===== src/rtl/pio_bank_pkg.sv =====
// Shared constants and types for the Avalon-MM PIO bank: register offsets,
// per-channel address stride and the edge-detect selection.
package pio_bank_pkg;

    localparam int unsigned REG_STRIDE_LOG2 = 3;

    localparam logic [2:0] REG_DATA     = 3'd0;
    localparam logic [2:0] REG_IRQ_MASK = 3'd1;
    localparam logic [2:0] REG_EDGE_CAP = 3'd2;
    localparam logic [2:0] REG_OUT_SET  = 3'd4;
    localparam logic [2:0] REG_OUT_CLR  = 3'd5;

    typedef enum logic [1:0] {
        EDGE_RISING  = 2'd0,
        EDGE_FALLING = 2'd1,
        EDGE_ANY     = 2'd2
    } edge_type_e;

endpackage


===== src/rtl/avalon_pio_bank_if.sv =====
// Avalon-MM slave bus bundle for the PIO bank; the fabric side drives the
// master modport, the bank consumes the slave modport.
interface avalon_pio_bank_if #(
    parameter int unsigned ADDR_W = 5
);
    logic              avs_chipselect;
    logic [ADDR_W-1:0] avs_address;
    logic              avs_read;
    logic              avs_write;
    logic [31:0]       avs_writedata;
    logic [31:0]       avs_readdata;

    modport master (
        output avs_chipselect, avs_address, avs_read, avs_write, avs_writedata,
        input  avs_readdata
    );

    modport slave (
        input  avs_chipselect, avs_address, avs_read, avs_write, avs_writedata,
        output avs_readdata
    );
endinterface


===== src/rtl/pio_channel.sv =====
// One PIO channel. Input flavour: synchroniser, edge capture, IRQ mask.
// Output flavour: output register with atomic set/clear.
module pio_channel
    import pio_bank_pkg::*;
#(
    parameter bit          IS_INPUT    = 1'b0,
    parameter int unsigned WIDTH       = 16,
    parameter int unsigned EDGE_TYPE   = 0,
    parameter int unsigned SYNC_STAGES = 2
) (
    input  logic             clk,
    input  logic             rst_n,
    input  logic [WIDTH-1:0] i_pin,
    input  logic             i_wr_en,
    input  logic [2:0]       i_reg,
    input  logic [WIDTH-1:0] i_wdata,
    output logic [WIDTH-1:0] o_rdata_c,
    output logic [WIDTH-1:0] o_out,
    output logic             o_irq_c
);

    if (IS_INPUT) begin : g_in
        localparam edge_type_e ET = edge_type_e'(2'(EDGE_TYPE));

        logic [SYNC_STAGES-1:0][WIDTH-1:0] r_sync;
        logic [WIDTH-1:0] r_hist;
        logic [WIDTH-1:0] r_edge;
        logic [WIDTH-1:0] r_mask;
        logic [WIDTH-1:0] r_cap;
        logic [WIDTH-1:0] w_last;
        logic [WIDTH-1:0] w_edge;
        logic [WIDTH-1:0] w_clr;

        assign w_last = r_sync[SYNC_STAGES-1];
        assign w_clr  = (i_wr_en && i_reg == REG_EDGE_CAP) ? i_wdata : '0;

        // Edge between the last synchroniser stage and the history flop.
        always_comb begin
            w_edge = '0;
            case (ET)
                EDGE_RISING:  w_edge = w_last & ~r_hist;
                EDGE_FALLING: w_edge = ~w_last & r_hist;
                default:      w_edge = w_last ^ r_hist;
            endcase
        end

        // New edge is OR-ed after the W1C so a coincident event is never lost.
        always_ff @(posedge clk) begin
            if (!rst_n) begin
                r_sync <= '0;
                r_hist <= '0;
                r_edge <= '0;
                r_mask <= '0;
                r_cap  <= '0;
            end else begin
                r_sync <= {r_sync[SYNC_STAGES-2:0], i_pin};
                r_hist <= w_last;
                r_edge <= w_edge;
                r_cap  <= (r_cap & ~w_clr) | r_edge;
                if (i_wr_en && i_reg == REG_IRQ_MASK) begin
                    r_mask <= i_wdata;
                end
            end
        end

        always_comb begin
            o_rdata_c = '0;
            case (i_reg)
                REG_DATA:     o_rdata_c = w_last;
                REG_IRQ_MASK: o_rdata_c = r_mask;
                REG_EDGE_CAP: o_rdata_c = r_cap;
                default:      o_rdata_c = '0;
            endcase
        end

        assign o_out   = '0;
        assign o_irq_c = |(r_cap & r_mask);
    end else begin : g_out
        logic [WIDTH-1:0] r_out;
        logic             w_unused_pin;

        assign w_unused_pin = ^i_pin;

        always_ff @(posedge clk) begin
            if (!rst_n) begin
                r_out <= '0;
            end else if (i_wr_en) begin
                case (i_reg)
                    REG_DATA:    r_out <= i_wdata;
                    REG_OUT_SET: r_out <= r_out | i_wdata;
                    REG_OUT_CLR: r_out <= r_out & ~i_wdata;
                    default:     r_out <= r_out;
                endcase
            end
        end

        assign o_rdata_c = (i_reg == REG_DATA) ? r_out : '0;
        assign o_out     = r_out;
        assign o_irq_c   = 1'b0;
    end

endmodule


===== src/rtl/avalon_pio_bank.sv =====
// Multi-channel Avalon-MM PIO bank: address decode, registered read data
// and a registered OR of all channel interrupt terms.
module avalon_pio_bank
    import pio_bank_pkg::*;
#(
    parameter int unsigned        NUM_CH      = 4,
    parameter int unsigned        WIDTH       = 16,
    parameter logic [NUM_CH-1:0]  CH_IS_INPUT = NUM_CH'(1),
    parameter int unsigned        EDGE_TYPE   = 0,
    parameter int unsigned        SYNC_STAGES = 2
) (
    input  logic                    clk_clk,
    input  logic                    reset_reset_n,
    avalon_pio_bank_if.slave        avs,
    output logic                    irq,
    input  logic [NUM_CH*WIDTH-1:0] pio_in,
    output logic [NUM_CH*WIDTH-1:0] pio_out
);

    localparam int unsigned ADDR_W = $clog2(NUM_CH) + REG_STRIDE_LOG2;
    localparam int unsigned CH_W   = (NUM_CH > 1) ? $clog2(NUM_CH) : 1;

    logic [ADDR_W-1:0] w_addr;
    logic [CH_W-1:0]   w_ch;
    logic [2:0]        w_reg;
    logic              w_ch_ok;
    logic              w_wr;
    logic              w_rd;
    logic [WIDTH-1:0]  w_wdata;
    logic [WIDTH-1:0]  w_rdata [NUM_CH];
    logic [NUM_CH-1:0] w_irq;
    logic              w_unused_wd;

    assign w_addr      = avs.avs_address;
    assign w_ch        = CH_W'(w_addr >> REG_STRIDE_LOG2);
    assign w_reg       = w_addr[2:0];
    assign w_ch_ok     = (32'(w_ch) < NUM_CH);
    assign w_wr        = avs.avs_chipselect && avs.avs_write && w_ch_ok;
    assign w_rd        = avs.avs_chipselect && avs.avs_read && w_ch_ok;
    assign w_wdata     = avs.avs_writedata[WIDTH-1:0];
    assign w_unused_wd = ^avs.avs_writedata;

    for (genvar c = 0; c < NUM_CH; c++) begin : g_ch
        pio_channel #(
            .IS_INPUT    (CH_IS_INPUT[c]),
            .WIDTH       (WIDTH),
            .EDGE_TYPE   (EDGE_TYPE),
            .SYNC_STAGES (SYNC_STAGES)
        ) u_ch (
            .clk       (clk_clk),
            .rst_n     (reset_reset_n),
            .i_pin     (pio_in[c*WIDTH +: WIDTH]),
            .i_wr_en   (w_wr && (w_ch == CH_W'(c))),
            .i_reg     (w_reg),
            .i_wdata   (w_wdata),
            .o_rdata_c (w_rdata[c]),
            .o_out     (pio_out[c*WIDTH +: WIDTH]),
            .o_irq_c   (w_irq[c])
        );
    end

    // Read mux sees pre-write state, so a simultaneous write returns old data.
    always_ff @(posedge clk_clk) begin
        if (!reset_reset_n) begin
            avs.avs_readdata <= '0;
            irq              <= 1'b0;
        end else begin
            irq              <= |w_irq;
            avs.avs_readdata <= w_rd ? 32'(w_rdata[w_ch]) : '0;
        end
    end

endmodule


===== src/flat_wrapper.sv =====
// flat-port wrapper written by rule: the top's interface ports become plain ports
module avalon_pio_bank_flat import pio_bank_pkg::*;
#(
    parameter int unsigned        NUM_CH      = 4,
    parameter int unsigned        WIDTH       = 16,
    parameter logic [NUM_CH-1:0]  CH_IS_INPUT = NUM_CH'(1),
    parameter int unsigned        EDGE_TYPE   = 0,
    parameter int unsigned        SYNC_STAGES = 2
)
  (clk_clk, reset_reset_n, irq, pio_in, pio_out, avs_avs_chipselect, avs_avs_address, avs_avs_read, avs_avs_write, avs_avs_writedata, avs_avs_readdata);
  avalon_pio_bank_if #(.ADDR_W(5)) avs_i ();
  input  logic clk_clk;
  input  logic reset_reset_n;
  output logic irq;
  input  logic [NUM_CH*WIDTH-1:0] pio_in;
  output logic [NUM_CH*WIDTH-1:0] pio_out;
  input wire logic [$bits(avs_i.avs_chipselect)-1:0] avs_avs_chipselect;
  input wire logic [$bits(avs_i.avs_address)-1:0] avs_avs_address;
  input wire logic [$bits(avs_i.avs_read)-1:0] avs_avs_read;
  input wire logic [$bits(avs_i.avs_write)-1:0] avs_avs_write;
  input wire logic [$bits(avs_i.avs_writedata)-1:0] avs_avs_writedata;
  output wire logic [$bits(avs_i.avs_readdata)-1:0] avs_avs_readdata;
  assign avs_i.avs_chipselect = avs_avs_chipselect;
  assign avs_i.avs_address = avs_avs_address;
  assign avs_i.avs_read = avs_avs_read;
  assign avs_i.avs_write = avs_avs_write;
  assign avs_i.avs_writedata = avs_avs_writedata;
  assign avs_avs_readdata = avs_i.avs_readdata;
  avalon_pio_bank #(.NUM_CH(NUM_CH), .WIDTH(WIDTH), .CH_IS_INPUT(CH_IS_INPUT), .EDGE_TYPE(EDGE_TYPE), .SYNC_STAGES(SYNC_STAGES)) u_core (.clk_clk(clk_clk), .reset_reset_n(reset_reset_n), .avs(avs_i), .irq(irq), .pio_in(pio_in), .pio_out(pio_out));
endmodule

===== config.mk =====
export PLATFORM = sky130hd
export DESIGN_NAME = avalon_pio_bank_flat
export DESIGN_NICKNAME = d
export VERILOG_FILES = /design/src/rtl/pio_bank_pkg.sv /design/src/rtl/avalon_pio_bank_if.sv /design/src/rtl/pio_channel.sv /design/src/rtl/avalon_pio_bank.sv /design/src/flat_wrapper.sv
export SDC_FILE = /design/constraint.sdc
export NUM_CORES = 1
export LEC_CHECK = 0
export BUFFER_PORTS_ARGS = -buffer_cell sky130_fd_sc_hd__buf_2
export CAP_MARGIN = 20
export CORE_UTILIZATION = 50
export CTS_CLUSTER_DIAMETER = 200
export DETAILED_ROUTE_END_ITERATION = 6
export GPL_TIMING_DRIVEN = 0
export PLACE_DENSITY = 0.81
export SETUP_SLACK_MARGIN = 0.15
export SLEW_MARGIN = 20
export SYNTH_ARGS = -nofsm -noshare
export SYNTH_HDL_FRONTEND = slang
export SYNTH_SLANG_ARGS = --single-unit

===== constraint.sdc =====
create_clock -name clk_clk -period 2.09 [get_ports clk_clk]
set_clock_uncertainty 0.05 [all_clocks]
set_input_delay 0.418 -clock clk_clk [delete_from_list [all_inputs] [get_ports clk_clk]]
set_output_delay 0.418 -clock clk_clk [all_outputs]
set_load 0.01 [all_outputs]

==> flow_metrics.tcl <==
set metrics [dict create \
    switching_share_pct 21.5 \
    slew_headroom_pct 57.1 \
    first_pass_iters 7 \
    antenna_found_initial 0 \
    initial_core_util_pct 51.7 \
    post-route-period-util_pct 89.2 \
    grt_first_pass_wirelength_mm 26.0 \
    synth_top_cells_by_area "dfxtp_1, o211ai_1, mux2i_1" \
    synth_simple_gate_area_share_pct 14.2 \
    r2r-end "u_core.irq" \
    min_path_type "input pin to flip-flop" \
    clk_pin_slew_ns 0.06 \
    cp_slowest_stage_delay_ns 0.57 \
    pwr-share-comb_pct 6.2 \
    holdBufCountCts 0 \
    synth_seq_cells 161 \
    busiest_layer "met2" \
    setup_tns_ns 0 \
    syn_inst 635 \
    cts_tree "built" \
    clk-insertion-delay-late_ns 0.42 \
    synthAdderAreaFrac_pct 0 \
    outcome "finished, final reports clean" \
    rr_startpoint "u_core.g_ch[0].u_ch.g_in.r_cap[12]" \
    grt_pass1_vias 5075 \
    crit_family "buffers and inverters" \
    netlist_area_um2 6290 \
    wl_per_cell_um 17.4 \
    avgSynthCellArea_um2 9.91 \
    switching_power_mw 1.47 \
    drc 0 \
    post-cts-setup-buffer-count 0 \
    worst-r2r-setup-slack_ns 0.75 \
    core_area_um2 12200 \
    cts.sinks 161 \
    whs_path_depth 2 \
    globalplace.congestion 0.916 \
    die_w_um 114 \
    overflow 0 \
    ant_nets 0 \
    ir_drop_mv 0.518 \
    synth_compound_area_share_pct 18.3 \
    cts_buffer_depth 2 \
    rows 40 \
    seqPwrFrac_pct 46.5 \
    worstHoldEndpoint "u_core.g_ch[0].u_ch.g_in.r_sync[8]" \
    synth_mux_area_share_pct 7.95 \
    diodes 0 \
    io_buffers 106 \
    drtIter0Drc 658 \
    gr-usage-met2_pct 41.2 \
    maxCapViolations 0 \
    crit_slowest_cell "clkbuf_1" \
    crit_required_ns 2.38 \
    dieArea_um2 13000 \
    dpl.hpwl_mm 12.3 \
    dp_cells 940 \
    vias_per_cell 5.44 \
    filler_cell_count 1017 \
    min_from "pio_in[8]" \
    worst_pin_slew_ns 0.643 \
    syn_to_final_growth_pct 23.5 \
    clockPowerShare_pct 47.4 \
    power.density_nw_per_um2 879 \
    path_max_fanout 10 \
    crit_arrival_ns 2.16 \
    finalHoldViolations 0 \
    critPathKind "input pin to flip-flop" \
    vias 5287 \
    cts.htree.levels 4 \
    synth_cell_type_count 40 \
    grt_use_met3_pct 6.30 \
    path_buf_inv 4 \
    rsz0062_at_grt "false" \
    min_period_ns 1.86 \
    grt_use_total_pct 26.2 \
    post_cts_resized 0 \
    drive_above_1_share_pct 25.8 \
    p_leak_nw 3.31 \
    ys_seq_area_share_pct 51.2 \
    grtUsageMet1_pct 33.3 \
    fin_nets 897 \
    ioPinCount 203 \
    synth_top_area_share_pct 51.2 \
    cts_buffers 17 \
    finalSetupViolCount 0 \
    fin_cells 971 \
    grt_max_degree 17 \
    cp_num_cells 6 \
    cp_cell_sequence "buf_2 -> buf_2 -> clkbuf_1 -> clkbuf_1 -> o211ai_1 -> o21ai_1" \
    crit_path_end_kind "flip-flop" \
    ys_warn_count 0 \
    die_h_um 114 \
    drt-total-wl_mm 16.9 \
    worst-r2r-cell-count 4 \
    power_mw 6.83 \
    root_buffer "clkbuf_16" \
    slew_viol_final 0 \
    final_util_pct 63.9 \
    critPathLaunchType "input pin" \
    synth_area_leader_cell "dfxtp_1" \
    synth_top_family_by_area "compound AO/OA/AOI/OAI gates" \
    fmax_ghz 0.537 \
    internal-power_mw 5.36 \
    yosys.area_share.xor_xnor_pct 0 \
]
==> state kept, by name (all words and copies together) (netlist names) <==
name,flops
u_core.g_ch.u_ch.o_out,48
u_core.avs.avs_readdata,16
u_core.g_ch.u_ch.g_in.r_cap,16
u_core.g_ch.u_ch.g_in.r_edge,16
u_core.g_ch.u_ch.g_in.r_hist,16
u_core.g_ch.u_ch.g_in.r_mask,16
u_core.g_ch.u_ch.g_in.r_sync,16
u_core.g_ch.u_ch.g_in.w_last,16
u_core.irq,1
==> per-stage QoR <==
step	setup slack [ns]	hold WS, ns	cell area (um2)
3_3_place_gp	-0.0923	0.322	7150
4_1_cts	0.271	0.139	7770
3_5_place_dp	-0.131	0.322	7150
2_1_floorplan	0.510	0.317	6410
6_report	0.227	0.153	7770
5_1_grt	0.180	0.143	7770
==> worst max-delay path by stage <==
stage / startpoint / endpoint / slack, ns
2_1_floorplan: avs_avs_address[2] / u_core.g_ch[0].u_ch.g_in.r_mask[10] / 0.51
3_3_place_gp: reset_reset_n / u_core.g_ch[1].u_ch.o_out[11] / -0.09
3_5_place_dp: reset_reset_n / u_core.g_ch[1].u_ch.o_out[11] / -0.13
4_1_cts: reset_reset_n / u_core.g_ch[1].u_ch.o_out[11] / 0.27
5_1_grt: reset_reset_n / u_core.g_ch[1].u_ch.o_out[7] / 0.18
6_report: reset_reset_n / u_core.g_ch[1].u_ch.o_out[11] / 0.23
==> power groups by stage <==
stage               combinational, mW  sequential [mW]  clock [mW]
finish                          0.420             3.17        3.23
global route                    0.454             3.18        3.40
CTS                             0.411             3.17        3.25
detailed placement              0.410             3.24           0
global placement                0.401             3.24           0
floorplan                       0.265             3.23           0
==> cells in the mapped netlist, drive strengths merged <==
cell type	n
o21ai	64
o22ai	16
o211ai	48
and3b	1
and4b	1
nand3b	1
a221oi	2
mux2	16
a31oi	16
nand2b	4
clkbuf	24
nor4b	2
nand4b	1
nand2	17
a22o	2
nor2	32
o21a	1
buf	51
mux2i	32
a22oi	20
nand3	4
nor2b	34
inv	16
dfxtp	161
a21oi	16
and2	48
conb	1
and3	1
nand4	3
==> worst reg2reg max path: stages, from the launching register on <==
cell and delay, ns:
dfxtp_1 0.33, a22o_1 0.24, a221oi_1 0.26, nand3_1 0.15, o21a_1 0.20
==> kinds of logic (layout without fill, tap and decap cells) <==
logic type             after synthesis  after routing
AOI/OAI and AO/OA                  185            185
DFF                                161            161
and+or+nand+nor                    149            149
buffers and inverters               91            228
muxes                               48             48
other                                1             32
==> routing by layer <==
metal  part of all wire (%)  vias up
met3                    8.3       52
met4                    3.2        0
met2                     47      307
met5                      0        -
li1                       -     2495
met1                     42     2433
==> area by class of cell <==
type                            count  area, um2  share of cell area [%]
Clock inverter                      9        156                    2.01
Inverter                           16       60.1                   0.773
Buffer                             75        458                    5.89
Timing Repair Buffer              106        531                    6.83
Multi-Input combinational cell    414       2670                    34.3
Tap cell                          168        210                    2.71
Clock buffer                       22        464                    5.97
Sequential cell                   161       3220                    41.5
==> placed cells by master, fill, tap and decap left out, drive strengths merged <==
cell type | synthesis | routed
a31oi | 16 | 16
nor2 | 32 | 32
nand2b | 4 | 4
o211ai | 48 | 48
a22oi | 20 | 20
and3b | 1 | 1
mux2 | 16 | 16
conb | 1 | 32
o21ai | 64 | 64
a221oi | 2 | 2
and3 | 1 | 1
and2 | 48 | 48
and4b | 1 | 1
nor4b | 2 | 2
nand4b | 1 | 1
a22o | 2 | 2
nand3 | 4 | 4
buf | 51 | 157
nand2 | 17 | 17
dfxtp | 161 | 161
nand4 | 3 | 3
nor2b | 34 | 34
clkbuf | 24 | 46
o21a | 1 | 1
mux2i | 32 | 32
clkinvlp | 0 | 3
a21oi | 16 | 16
inv | 16 | 16
o22ai | 16 | 16
clkinv | 0 | 2
bufinv | 0 | 4
nand3b | 1 | 1
(Power assumes the default switching activity.)
